File: src/rtl/note_voice_scheduler.sv
// Multi-voice square-wave tone scheduler: one shared note-period ROM lookup per note-on,
// a free-running 100 kHz tick, and a per-voice half-period counter driving each square wave.

module note_voice_lane (
  input  logic        clk,
  input  logic        reset,
  input  logic        tick,
  input  logic        load,
  input  logic        off,
  input  logic [15:0] load_val,
  output logic        wave,
  output logic        active,
  output logic [15:0] per,
  output logic [15:0] cnt
);
  // A load outranks a same-edge tick, so a retrigger always restarts the phase cleanly.
  always_ff @(posedge clk) begin
    if (reset) begin
      wave   <= 1'b0;
      active <= 1'b0;
      per    <= '0;
      cnt    <= '0;
    end else if (load) begin
      per    <= load_val;
      cnt    <= load_val;
      wave   <= 1'b0;
      active <= (load_val != 16'd0);
    end else if (off) begin
      active <= 1'b0;
      wave   <= 1'b0;
      cnt    <= '0;
    end else if (tick && active) begin
      if (cnt <= 16'd1) begin
        cnt  <= per;
        wave <= ~wave;
      end else begin
        cnt <= cnt - 16'd1;
      end
    end
  end
endmodule

module note_voice_scheduler #(
  parameter  int VOICES   = 4,
  parameter  int TICK_DIV = 270,
  localparam int VW       = $clog2(VOICES),
  localparam int MW       = VW + 1
) (
  input  logic              clk,
  input  logic              reset,
  input  logic              req_valid,
  output logic              req_ready,
  input  logic              req_on,
  input  logic [VW-1:0]     req_voice,
  input  logic [6:0]        req_note,
  output logic              rom_ce,
  output logic              rom_oce,
  output logic [6:0]        rom_ad,
  input  logic [15:0]       rom_dout,
  output logic [VOICES-1:0] wave,
  output logic [VOICES-1:0] voice_active,
  output logic [MW-1:0]     mix
);
  localparam int TW = $clog2(TICK_DIV);

  typedef enum logic [1:0] {IDLE, READ, LOAD} state_t;
  typedef struct packed {
    logic [VW-1:0] voice;
    logic [6:0]    note;
  } cmd_t;

  state_t                   state;
  cmd_t                     lat;
  logic [TW-1:0]            tick_cnt;
  logic                     tick;
  logic                     accept;
  logic [VOICES-1:0]        load_vec;
  logic [VOICES-1:0]        off_vec;
  logic [VOICES-1:0][15:0]  per;
  logic [VOICES-1:0][15:0]  cnt;
  logic [MW-1:0]            pop;

  assign req_ready = (state == IDLE) && !reset;
  assign accept    = req_valid && req_ready;
  assign rom_oce   = rom_ce;
  // The latched note doubles as the ROM address, so it holds outside READ.
  assign rom_ad    = lat.note;
  assign tick      = (tick_cnt == TW'(TICK_DIV - 1));

  always_ff @(posedge clk) begin
    if (reset || tick) tick_cnt <= '0;
    else               tick_cnt <= tick_cnt + TW'(1);
  end

  always_ff @(posedge clk) begin
    if (reset) begin
      state  <= IDLE;
      rom_ce <= 1'b0;
      lat    <= '0;
    end else begin
      case (state)
        IDLE: if (accept && req_on) begin
          lat    <= '{voice: req_voice, note: req_note};
          rom_ce <= 1'b1;
          state  <= READ;
        end
        READ: begin
          rom_ce <= 1'b0;
          state  <= LOAD;
        end
        LOAD:    state <= IDLE;
        default: state <= IDLE;
      endcase
    end
  end

  always_comb begin
    load_vec = '0;
    off_vec  = '0;
    for (int i = 0; i < VOICES; i++) begin
      load_vec[i] = (state == LOAD) && (lat.voice == VW'(i));
      off_vec[i]  = accept && !req_on && (req_voice == VW'(i));
    end
  end

  for (genvar g = 0; g < VOICES; g++) begin : g_lane
    note_voice_lane u_lane (
      .clk      (clk),
      .reset    (reset),
      .tick     (tick),
      .load     (load_vec[g]),
      .off      (off_vec[g]),
      .load_val (rom_dout),
      .wave     (wave[g]),
      .active   (voice_active[g]),
      .per      (per[g]),
      .cnt      (cnt[g])
    );
  end

  always_comb begin
    pop = '0;
    for (int i = 0; i < VOICES; i++) pop = pop + MW'(wave[i]);
  end

  always_ff @(posedge clk) begin
    if (reset) mix <= '0;
    else       mix <= pop;
  end
endmodule

File: config.mk
export PLATFORM = sky130hd
export DESIGN_NAME = note_voice_scheduler
export DESIGN_NICKNAME = d
export VERILOG_FILES = /design/src/rtl/note_voice_scheduler.sv
export SDC_FILE = /design/constraint.sdc
export NUM_CORES = 1
export LEC_CHECK = 0
export BUFFER_PORTS_ARGS = -buffer_cell sky130_fd_sc_hd__buf_4
export CAP_MARGIN = 20
export CORE_ASPECT_RATIO = 1.2
export CORE_MARGIN = 8
export CORE_UTILIZATION = 35
export CTS_BUF_LIST = sky130_fd_sc_hd__clkbuf_8
export DETAILED_ROUTE_END_ITERATION = 10
export GPL_TIMING_DRIVEN = 0
export PLACE_DENSITY_LB_ADDON = 0.15
export REMOVE_ABC_BUFFERS = 1
export SLEW_MARGIN = 20
export SYNTH_ARGS = -nofsm -noshare
export SYNTH_HDL_FRONTEND = slang
export SYNTH_SLANG_ARGS = --single-unit
File: constraint.sdc
create_clock -name clk -period 2.9 [get_ports clk]
set_input_delay 0.29 -clock clk [delete_from_list [all_inputs] [get_ports clk]]
set_output_delay 0.29 -clock clk [all_outputs]
set_load 0.05 [all_outputs]
# ---- Word-level counts from Yosys, hierarchy flattened
# Cells that the tools add are included.
dict set report op_classes {
  n_addsub 8
  order_cmp 4
  eq_ne 10
  mux 28
  bitwise_logic 4
  reduce_logical 42
}
# cell n
set op_table {}
lappend op_table {{$mux 16} 16}
lappend op_table {{$le 16x1->1 const B} 4}
lappend op_table {{$sub 16x1->16 const B} 4}
lappend op_table {{$logic_and 1x1->1} 16}
lappend op_table {{$reduce_bool 16->1} 1}
lappend op_table {{$reduce_and 2->1} 6}
lappend op_table {{$reduce_bool 3->1} 4}
lappend op_table {{$reduce_or 3->1} 4}
lappend op_table {{$eq 2x2->1 const B} 5}
lappend op_table {{$reduce_bool 2->1} 5}
lappend op_table {{$add 9x1->9 const B} 1}
lappend op_table {{$eq 9x9->1 const B} 1}
lappend op_table {{$mux 1} 9}
lappend op_table {{$eq 2x1->1 const B} 3}
lappend op_table {{$logic_not 2->1} 3}
lappend op_table {{$not 1->1} 4}
lappend op_table {{$pmux 2 s2} 1}
lappend op_table {{$add 2x1->3} 1}
lappend op_table {{$add 3x1->3} 1}
lappend op_table {{$add 1x1->2} 1}
lappend op_table {{$logic_not 1->1} 2}
lappend op_table {{$mux 2} 1}
lappend op_table {{$ne 2x1->1 const B} 1}
lappend op_table {{$pmux 1 s2} 1}
lappend op_table {{$logic_or 1x1->1} 1}
dict set report word_totals {
  register_bits 160
  input_bits 29
}

# ---- Longest topological paths before layout
# Gate-level depths: netlist (run 1).
dict set report depth {
  depth_word 7
  mapped_depth 9
}

# ---- Cells and area by module
# From an unflattened synthesis (run 1), not the netlist that was laid out.
dict set report hier_totals {
  cells_unflattened 1025
  area_unflattened_um2 8667.1
}
# mod n_inst cells_per_inst area_per_inst_um2 seq_area_each_um2
set by_module_without_submodules {}
lappend by_module_without_submodules {note_voice_lane 4 223 1873.0 680.7}
lappend by_module_without_submodules {note_voice_scheduler 1 133 1174.9 480.5}

# ---- Worst setup path before layout (run 1)
# Ideal clock, no wire load.
dict set report synth_path {
  path_type {register -> register}
  from {register g_lane[3].u_lane.cnt[7]}
  to {register g_lane[3].u_lane.cnt[12]}
  setup_ns 0.124
  arrival_time_ns 2.528
  t_required_ns 2.776
  slack_ns 0.248
  stages_incl_launch_ff 8
  n_path_buf 1
  synth_period_minus_slack_ns 2.652
  cell_sequence {dfxtp_1 > or4_4 > or4_4 > or4_4 > or3_1 > buf_2 > o221ai_1 > a211oi_1}
}
dict set report synth_between {
  elab_chain_cells 5
  elab_cells_between_ends 6
  classes_between {add/sub (1); order compare (1); mux (4)}
}
# item line
set synth_rtl {}
lappend synth_rtl {{from (decl)} 14} ;# output logic [15:0] cnt
lappend synth_rtl {{from (signal assigned)} 25} ;# cnt <= load_val;
lappend synth_rtl {{from (signal assigned)} 34} ;# cnt <= per;
lappend synth_rtl {{from (signal assigned)} 37} ;# cnt <= cnt - 16'd1;
lappend synth_rtl {{$sub 16x1->16 / $le 16x1->1 (equally long branches)} {37, 33}}
lappend synth_rtl {{$mux 16 *} 33} ;# if (cnt <= 16'd1) begin
lappend synth_rtl {{$mux 16 *} 32} ;# end else if (tick && active) begin
lappend synth_rtl {{$mux 16 *} 28} ;# end else if (off) begin
lappend synth_rtl {{$mux 16 *} 23} ;# end else if (load) begin
# Every way passes the cells marked *; elsewhere a longest branch is shown, timed or not. The select of a mux whose other input is x is not followed.
# A chain may end at the register's enable or synchronous reset.

# ---- Worst setup path in the final report (run 1)
dict set report layout_path {
  from {register g_lane[3].u_lane.cnt[8]}
  to {register g_lane[3].u_lane.cnt[12]}
}
# Same word-level chain as after synthesis.

==> results of run 1 <==
-- cells in the final DEF, fill, tap and decap left out, types with 7 or more instances in the layout --
cell type and count:
a311oi_1 25, a21oi_1 90, o21ai_0 33, clkbuf_8 17
inv_1 24, or3_1 7, mux2_2 9, nand3_1 22
nor3_1 24, ha_1 12, dfxtp_1 159, o221ai_1 12
buf_4 51, o31ai_1 7, nor4_1 13, nor2_1 98
a211oi_1 20, mux2i_1 9, nand2_1 176, xor2_1 14
xnor2_1 26, o211ai_1 27
-- state kept, by name, summed over array words and instances, names as in the netlist, 2 cells and up --
| register | count |
|---|---|
| mix | 3 |
| g_lane.u_lane.wave | 4 |
| g_lane.u_lane.per | 64 |
| lat | 2 |
| g_lane.u_lane.active | 4 |
| g_lane.u_lane.cnt | 64 |
| state | 2 |
| rom_ad | 7 |
| tick_cnt | 9 |
-- report_power, final --
part / switching, uW / total [uW] / internal (uW)
combinational: 479 / 787 / 309
sequential: 41.7 / 2270 / 2230
clock: 955 / 1660 / 706
total: 1480 / 4720 / 3250
-- what timing repair did --
item | 4_1_cts | 5_1_grt
hold buffers | 0 | 0
setup buffers | 3 | 0
resized for setup | 6 | 8
cloned | 1 | 0
pin swaps | 1 | 1
setup endpoints to repair | 49 | 44
-- final cells by class --
| type | count | area, um2 | share of cell area [%] |
|---|---|---|---|
| clock inverters | 15 | 153 | 1.71 |
| inverters | 24 | 90.1 | 1.01 |
| flip-flops and latches | 160 | 3200 | 35.9 |
| well taps | 279 | 349 | 3.92 |
| clock buffers | 17 | 234 | 2.62 |
| repair buffers | 59 | 493 | 5.53 |
| multi-input cells | 740 | 4390 | 49.3 |
-- layer usage --
layer / vias up / wire length [um] / global-route usage, %
met5: - / 0 / 0
met4: 0 / 453 / 5.65
met3: 29 / 992 / 3.39
met2: 132 / 11200 / 28.5
met1: 3365 / 10500 / 21.0
li1: 3583 / - / -
-- stage by stage --
step	total power, uW	hold WS [ns]	setup TNS [ns]	cells
4_1_cts	4780	0.0177	0	1294
6_report	4720	0.0455	0	1294
5_1_grt	4960	0.0245	0	1294
3_5_place_dp	3090	0.445	-20.63	1258
3_3_place_gp	3070	0.441	-129.39	1251
2_1_floorplan	2830	0.359	-8.83	923
-- logic make-up after synthesis --
kind of cell             synth area share [%]
XOR/XNOR                                 4.40
flip-flops                               40.3
AND/OR/NAND/NOR                          23.3
multiplexers                             2.41
adder cells (fa/ha/maj)                  2.14
AO/OA/AOI/OAI                            21.6
buffers and inverters                    5.96
-- worst min path at each step --
stage                                        start                        to  slack, ns
after global routing                   req_note[3]                 rom_ad[3]       0.02
after floorplan                              reset  g_lane[0].u_lane.cnt[10]       0.36
final                                  req_note[0]                 rom_ad[0]       0.05
after detailed placement  g_lane[3].u_lane.per[10]  g_lane[3].u_lane.per[10]       0.45
after global placement    g_lane[3].u_lane.per[10]  g_lane[3].u_lane.per[10]       0.44
after CTS                              req_note[2]                 rom_ad[2]       0.02
-- tightest hold or removal path: stages --
cell     delay [ns]
buf_4          0.08
mux2i_1        0.05
nor2_1         0.07
==> reports/qor.csv, run 1 <==
stage,metric,value,unit
clock_network,clkLatencyLatePin,0.47,ns
detailed_routing,drtIter0Drc,416,
power,irDropWorstVdd,0.000293,V
run_status,status,finished clean,
timing,setup_ws,0.138,ns
yosys,yosysUniqueCellTypes,65,
floorplan,die_h,181,um
grt,grt_usage,16.8,%
yosys,synth_area_leaders,"dfxtp_1, nand2_1, a21oi_1, nor2_1, xnor2_1",
worst_hold_path,hp-class,in -> reg,
detailed_routing,drc,0,
setup_path,reg2reg_from,g_lane[3].u_lane.cnt[8],
setup_path,arrival,3.12,ns
setup_path,cp_slowest_cell,or4_4,
detailed_routing,first_pass_iters,5,
grt,grt_pass1_wl,37.7,mm
setup_path,reg2reg_to,g_lane[3].u_lane.cnt[12],
cells_and_area,fill_cells,2359,
setup_path,path_class,reg -> reg,
cells_and_area,area_growth,12.0,%
floorplan,top_level_ports,50,
timing,worstMarginPinSlew,0.967,ns
clock_network,clkSlewWorstSetupHoldPaths,0.10,ns
cells_and_area,final_nets,1044,
yosys,yosysWarnings,0,
cells_and_area,final_util,39.8,%
clock_network,cts_tree,done,
placement,place_area,8440,um2
setup_path,critPathLaunchType,flip-flop,
placement,pre_cts_slack,-0.654,ns
yosys,ys_seq_elements,160,
setup_path,cp-end-kind,flip-flop,
grt,grt_pass1_vias,6928,
cells_and_area,design_area,8910,um2
placement,gp_congestion,0.788,
detailed_routing,drtAntennaViolNets,0,
timing,fin_skew,0.0112,ns
detailed_routing,wl_per_cell,17.9,um
yosys,ys_seq_area_share,40.3,%
timing,period_needed,2.76,ns
setup_path,cp_top_family,simple AND/OR/NAND/NOR gates,
grt,grt_remaining_overflow,0,
floorplan,core,22400,um2
setup_path,crit_buf_inv,0,
clock_network,htreeDepth,4,
setup_path,cp.depth,6,
clock_network,cts.path.max_buffers,2,
yosys,syn_area_per_cell,7.91,um2
setup_path,crit_chain,or4_4 -> or4_4 -> or4_4 -> or3_4 -> o221ai_1 -> a211oi_1,
timing,fmax,362,MHz
floorplan,rows,60,
cells_and_area,diodes,0,
worst_hold_path,hold-path-cell-count,3,
setup_path,cp_max_fo,6,
yosys,synth.most_common_cell,nand2_1,
setup_path,slowest_delay,0.56,ns
setup_path,worstRegToRegCells,6,
yosys,synth_largest_area_cell,dfxtp_1,
yosys,syn-instance-count,1006,
cells_and_area,drive_gt1_share,12.8,%
yosys,ys_top_cells_by_count,"nand2_1, dfxtp_1, nor2_1, a21oi_1, clkbuf_1",
floorplan,start_util,35.6,%
clock_network,cts.sinks,160,
yosys,synthArstFlopShare,0,%
timing,relSlewSlack,35.5,%
timing,rsz0062_at_grt,no,
setup_path,required,3.26,ns
job,drv_cap,0,
setup_path,r2r_slack,0.14,ns
yosys,synthFlopType,dfxtp_1,
yosys,netlist.area_leader.share,40.3,%
grt,grt_max_degree,79,
power,p_leak,0.00319,uW
placement,io_buffer_count,49,
timing,hold_viol_final,0,
detailed_routing,wl,23.1,mm
timing,period_share,95.3,%
timing,setup_violations,0,
grt,antenna_found_initial,0,
placement,hpwlAfterDp,15.6,mm
yosys,synth_edf_count,0,
setup_path,startpoint,g_lane[3].u_lane.cnt[8],
yosys,synth.cell_area,7960,um2
setup_path,critPathCapture,g_lane[3].u_lane.cnt[12],
detailed_routing,viasPerCell,5.49,
floorplan,die_w,154,um
power,power_density,530,nW/um2
setup_path,cpMostUsedCell,or4_4,
timing,slew_violations,0,
clock_network,cts_buffers,17,
floorplan,dieArea,27800,um2
clock_network,root_buffer,clkbuf_8,
detailed_routing,vias,7109,
No activity file was read; power rests on OpenSTA's default activity.
==> run 2: changes to the inputs <==
Settings changed: CORE_MARGIN 8 to 5, CTS_BUF_LIST sky130_fd_sc_hd__clkbuf_8 to sky130_fd_sc_hd__clkbuf_4.
==> reports/qor.csv, run 2 (synthesis results as in run 1) <==
stage,metric,value,unit,change
setup_path,reg2reg_from,g_lane[3].u_lane.cnt[7],,
detailed_routing,drtAntennaViolNets,0,,unchanged
detailed_routing,viasPerCell,5.57,,+1.3%
floorplan,rows,60,,unchanged
setup_path,startpoint,g_lane[3].u_lane.cnt[7],,
setup_path,path_class,reg -> reg,,
placement,numPlacedInstances,1257,,-0.079%
cells_and_area,area_growth,12.8,%,
setup_path,required,3.35,ns,+0.09 ns
timing,fin_skew,0.0214,ns,+0.0101 ns
cells_and_area,drive_gt1_share,12.4,%,-0.41 points
power,finalPower,4710,uW,-0.34%
timing,setup_violations,0,,unchanged
grt,antenna_found_initial,1,,+1
floorplan,top_level_ports,50,,unchanged
floorplan,die_w,148,um,-3.9%
worst_hold_path,hp-class,in -> reg,,
clock_network,clkSlewWorstSetupHoldPaths,0.14,ns,+0.04 ns
clock_network,htreeDepth,4,,unchanged
timing,period_share,96.8,%,+1.6 points
grt,grt_max_degree,93,,+18%
power,power_frac_seq,48.4,%,+0.3 points
clock_network,root_buffer,clkbuf_4,,
placement,hpwlAfterDp,15.1,mm,-3.1%
setup_path,cp_max_fo,7,,+1
run_status,status,finished clean,,
floorplan,dieArea,25900,um2,-7.1%
power,p_sw_share,29.2,%,-2.1 points
timing,hold_viol_final,0,,unchanged
power,pwr-share-comb,17.0,%,+0.3 points
power,irDropWorstVdd,0.000235,V,-20%
power,switchingPower,1370,uW,-6.9%
floorplan,die_h,175,um,-3.3%
floorplan,core,22400,um2,+0.34%
clock_network,cts_tree,done,,
timing,fin_hold_ws,0.0450,ns,-0.000499 ns
timing,timing.setup.tns,0,ns,unchanged
detailed_routing,first_pass_iters,5,,unchanged
power,clkPwrFrac,34.6,%,-0.6 points
cells_and_area,final_cell_mix,"nand2_1, dfxtp_1, nor2_1, a21oi_1, buf_4",,
job,drv_cap,0,,unchanged
timing,worstMarginPinSlew,0.984,ns,+0.0171 ns
power,intPower,3330,uW,+2.7%
timing,relSlewSlack,34.2,%,-1.2 points
setup_path,critPathLaunchType,flip-flop,,
grt,grt_pass1_wl,37.5,mm,-0.44%
cells_and_area,reg.largest.list,"g_lane.u_lane.cnt (64), g_lane.u_lane.per (64), tick_cnt (9)",,
clock_network,cts.path.max_buffers,2,,unchanged
cells_and_area,stdcell_count,1304,,+0.77%
cells_and_area,layout_commonest_cell,nand2_1,,
floorplan,start_util,35.5,%,-0.12 points
clock_network,cts.sinks,160,,unchanged
timing,fmax,356,MHz,-1.6%
cells_and_area,multi_input_area,4410,um2,+0.46%
timing,rsz0062_at_grt,no,,
detailed_routing,wl_per_cell,18.2,um,+1.6%
timing,slew_violations,0,,unchanged
detailed_routing,wl,23.7,mm,+2.4%
placement,io_buffer_count,49,,unchanged
power,p_leak,0.00321,uW,+0.70%
detailed_routing,drc,0,,unchanged
setup_path,arrival,3.26,ns,+0.14 ns
grt,grt_pass1_vias,6816,,-1.6%
grt,grt_remaining_overflow,0,,unchanged
worst_hold_path,min_from,rom_dout[7],,
detailed_routing,drtIter0Drc,611,,+47%
detailed_routing,vias,7259,,+2.1%
timing,period_needed,2.81,ns,+0.0460 ns
cells_and_area,regArea,3200,um2,about the same
clock_network,clkLatencyLatePin,0.57,ns,+0.10 ns
cells_and_area,final_nets,1053,,+0.86%
grt,grt_usage,18.2,%,+1.3 points
power,power_density,524,nW/um2,-1.0%
cells_and_area,fill_cells,2342,,-0.72%
setup_path,cp-end-kind,flip-flop,,
clock_network,cts_buffers,17,,unchanged
placement,gp_congestion,0.799,,+1.3%
## run 2: changes by cell type in the layout (fill, tap and decap cells not counted), moves of 2 or more
| cell | before | now |
|---|---|---|
| clkbuf_8 | 17 | 0 |
| clkinv_1 | 0 | 2 |
| clkbuf_4 | 0 | 18 |
| bufinv_16 | 1 | 5 |
| clkinv_4 | 5 | 2 |
| inv_6 | 6 | 2 |
| dlygate4sd3_1 | 0 | 10 |
## run 2: cell type report
| class | count | share of cell area [%] |
|---|---|---|
| multi-input combinational | 741 | 49.1 |
| sequential | 160 | 35.7 |
| timing repair buffer | 67 | 6.40 |
| tap | 279 | 3.89 |
| clock inverter | 14 | 2.37 |
| clock buffer | 18 | 1.51 |
| inverter | 24 | 1.00 |
| antenna | 1 | 0.0279 |
## run 2: path summary, 6_finish.rpt
kind,to,slack [ns],cells past startpoint
setup / recovery,g_lane[3].u_lane.cnt[14],0.09,6
hold / removal,g_lane[3].u_lane.per[7],0.05,3
setup reg to reg,g_lane[3].u_lane.cnt[14],0.09,6
hold reg to reg,g_lane[0].u_lane.per[15],0.46,2
## run 2: per-layer routing
metal | global-route usage (%) | share of wire (%) | vias up
li1 | - | - | 3601
met2 | 29.1 | 45 | 160
met5 | 0 | 0 | -
met3 | 2.62 | 4.3 | 24
met4 | 6.33 | 2.3 | 0
met1 | 25.0 | 49 | 3474
## run 2: what timing repair did
item,in CTS,in global routing
hold endpoints to repair,12,0
hold buffers,10,0
pin swaps,1,1
gates resized for setup,9,5
setup buffers,0,2
endpoints found under the setup margin,43,30
gates cloned,0,2
## run 2: power by group through the flow
stage          logic, uW  registers [uW]  clock network [uW]
4_1_cts              786            2280                1680
5_1_grt              891            2280                1780
6_report             801            2280                1630
3_3_place_gp         755            2320                   0
3_5_place_dp         769            2320                   0
2_1_floorplan        499            2330                   0
## run 2: worst max-delay path, cell delays in order, from the launching register on
cell and delay [ns]:
dfxtp_1 0.40, or4_4 0.59, or4_4 0.47, or4_4 0.59, or3_4 0.40, o221ai_1 0.20, a311oi_1 0.07
## run 2: per-stage QoR
stage               worst slack [ns]  instance area (um2)  util [%]
floorplan                     -0.555                 7570         -
global placement               -3.20                 8290      36.9
detailed placement            -0.384                 8430      37.6
CTS                           0.0283                 8930      39.8
global route                 0.00900                 8980      40.0
finish                        0.0915                 8980      40.0
==> run 3: changes to the inputs <==
Settings changed: CORE_ASPECT_RATIO 1.2 to 1.75, RECOVER_POWER from default to 100.
==> reports/qor.csv, run 3 (synthesis results as in run 1) <==
stage,metric,value,unit,change
run_status,status,finished clean,,
power,p_leak,0.00313,uW,-2.6%
clock_network,cts.sinks,160,,unchanged
worst_hold_path,hp-class,in -> reg,,
clock_network,root_buffer,clkbuf_4,,
power,irDropWorstVdd,0.000193,V,-18%
timing,fmax,356,MHz,-0.14%
timing,period_share,97.0,%,+0.13 points
clock_network,cts_buffers,17,,unchanged
setup_path,cp_max_fo,9,,+2
detailed_routing,viasPerCell,5.38,,-3.3%
clock_network,clkSlewWorstSetupHoldPaths,0.14,ns,about the same
detailed_routing,drc,0,,unchanged
floorplan,die_w,124,um,-16%
placement,place_area,8470,um2,+0.46%
grt,grt_pass1_wl,38.4,mm,+2.4%
floorplan,top_level_ports,50,,unchanged
floorplan,dieArea,26000,um2,+0.41%
setup_path,reg2reg_from,g_lane[3].u_lane.cnt[7],,
grt,grt_max_degree,78,,-16%
timing,fin_skew,0.0206,ns,-0.000797 ns
timing,fin_hold_ws,0.0590,ns,+0.0140 ns
grt,antenna_found_initial,1,,unchanged
placement,hpwlAfterDp,16.0,mm,+5.5%
timing,slew_violations,0,,unchanged
cells_and_area,layout_commonest_cell,nand2_1,,
cells_and_area,design_area,8930,um2,-0.54%
setup_path,path_class,reg -> reg,,
clock_network,cts_tree,done,,
power,finalPower,4340,uW,-7.7%
placement,gp_congestion,0.796,,-0.35%
clock_network,cts.path.max_buffers,2,,unchanged
setup_path,required,3.37,ns,+0.02 ns
detailed_routing,first_pass_iters,5,,unchanged
detailed_routing,drtIter0Drc,377,,-38%
cells_and_area,area_growth,12.2,%,
setup_path,cp-end-kind,flip-flop,,
grt,gr-usage-met2,34.0,%,+4.9 points
power,power_density,486,nW/um2,-7.2%
grt,grt_usage,18.9,%,+0.78 points
grt,use_met3,3.50,%,+0.89 points
cells_and_area,drive_gt1_share,9.86,%,-2.5 points
cells_and_area,final_cell_mix,"nand2_1, dfxtp_1, nor2_1, a21oi_1, o21ai_0",,
placement,io_buffer_count,49,,unchanged
worst_hold_path,hold-path-cell-count,3,,unchanged
setup_path,arrival,3.28,ns,+0.02 ns
detailed_routing,wl,23.8,mm,+0.60%
setup_path,reg2reg_to,g_lane[3].u_lane.cnt[4],,
cells_and_area,final_nets,1064,,+1.0%
timing,worstMarginPinSlew,1.03,ns,+0.0495 ns
grt,use_met1,22.1,%,-2.9 points
timing,period_needed,2.81,ns,+0.00384 ns
cells_and_area,fill_cells,2357,,+0.64%
worst_hold_path,whs_endpoint,g_lane[0].u_lane.per[8],,
timing,setup_violations,0,,unchanged
grt,grt_remaining_overflow,0,,unchanged
clock_network,htreeDepth,4,,unchanged
clock_network,clkLatencyLatePin,0.59,ns,+0.02 ns
setup_path,critPathLaunchType,flip-flop,,
detailed_routing,wl_per_cell,17.8,um,-1.8%
cells_and_area,reg.largest.list,"g_lane.u_lane.cnt (64), g_lane.u_lane.per (64), tick_cnt (9)",,
setup_path,worstRegToRegCells,7,,+1
worst_hold_path,min_from,rom_dout[8],,
detailed_routing,drtAntennaViolNets,0,,unchanged
floorplan,die_h,209,um,+20%
floorplan,core,22600,um2,+0.51%
setup_path,r2r_slack,0.09,ns,about the same
floorplan,start_util,35.3,%,-0.18 points
floorplan,rows,73,,+22%
timing,hold_viol_final,0,,unchanged
job,drv_cap,0,,unchanged
detailed_routing,vias,7194,,-0.90%
timing,rsz0062_at_grt,no,,
setup_path,startpoint,g_lane[3].u_lane.cnt[7],,
grt,grt_pass1_vias,7187,,+5.4%
grt,gr-max-usage-layer,met2,,
timing,relSlewSlack,31.1,%,-3.2 points
## run 3: cell count changes in the layout (fill, tap and decap cells not counted), sizes merged
cell	delta
diode	+1
or4	-1
clkbuf	+22
buf	-21
clkinv	+4
bufinv	-4
dlygate4sd3	+10
## run 3: cell type report
cell class                 instances  area [um2]  share of cell area [%]
multi-input combinational        740        4400                    49.2
clock buffer                      17         128                    1.43
sequential                       160        3200                    35.9
clock inverter                    14         119                    1.33
inverter                          24        90.1                    1.01
timing repair buffer              79         612                    6.85
tap                              300         375                    4.20
antenna                            2        5.00                  0.0561
## run 3: power breakdown
group / leakage, uW / internal (uW) / switching (uW) / total [uW]
Clock: 0.000131 / 418 / 844 / 1260
Sequential: 0.00129 / 2230 / 42.3 / 2280
Combinational: 0.00170 / 316 / 487 / 803
## run 3: repair_timing
action / in CTS / in global routing
resized for setup: 6 / 11
setup endpoints to repair: 46 / 38
gates cloned: 1 / 0
pin swaps: 1 / 1
setup buffers: 0 / 2
hold buffers: 20 / 0
hold endpoints to repair: 34 / 0
## run 3: how the worst max path moves through the flow
stage	endpoint	depth (start not counted)	slack, ns
3_5_place_dp	g_lane[3].u_lane.cnt[9]	7	-0.34
2_1_floorplan	g_lane[2].u_lane.cnt[14]	5	-0.56
3_3_place_gp	g_lane[2].u_lane.cnt[3]	5	-3.18
6_report	g_lane[3].u_lane.cnt[4]	7	0.09
4_1_cts	g_lane[3].u_lane.cnt[11]	5	0.003
5_1_grt	g_lane[3].u_lane.cnt[14]	6	0.01
## run 3: metal layers
| metal | vias up | share of wire, % |
|---|---|---|
| li1 | 3625 | - |
| met1 | 3424 | 41 |
| met2 | 115 | 52 |
| met3 | 30 | 4.1 |
| met4 | 0 | 2.7 |
| met5 | - | 0 |
## run 3: through the flow
step / utilization (%) / worst slack (ns) / setup TNS (ns) / cells
CTS: 39.7 / 0.00268 / 0 / 1332
floorplan: - / -0.555 / -8.83 / 923
global placement: 36.9 / -3.18 / -116.76 / 1272
global route: 39.6 / 0.0110 / 0 / 1336
finish: 39.6 / 0.0877 / 0 / 1336
detailed placement: 37.5 / -0.342 / -8.14 / 1280
## run 3: critical path, stage by stage (launching register included)
cell,delay [ns]
dfxtp_2,0.38
or4_4,0.57
or4_4,0.46
or4_4,0.61
clkbuf_2,0.18
mux2_2,0.27
o21ai_0,0.14
a211oi_1,0.09
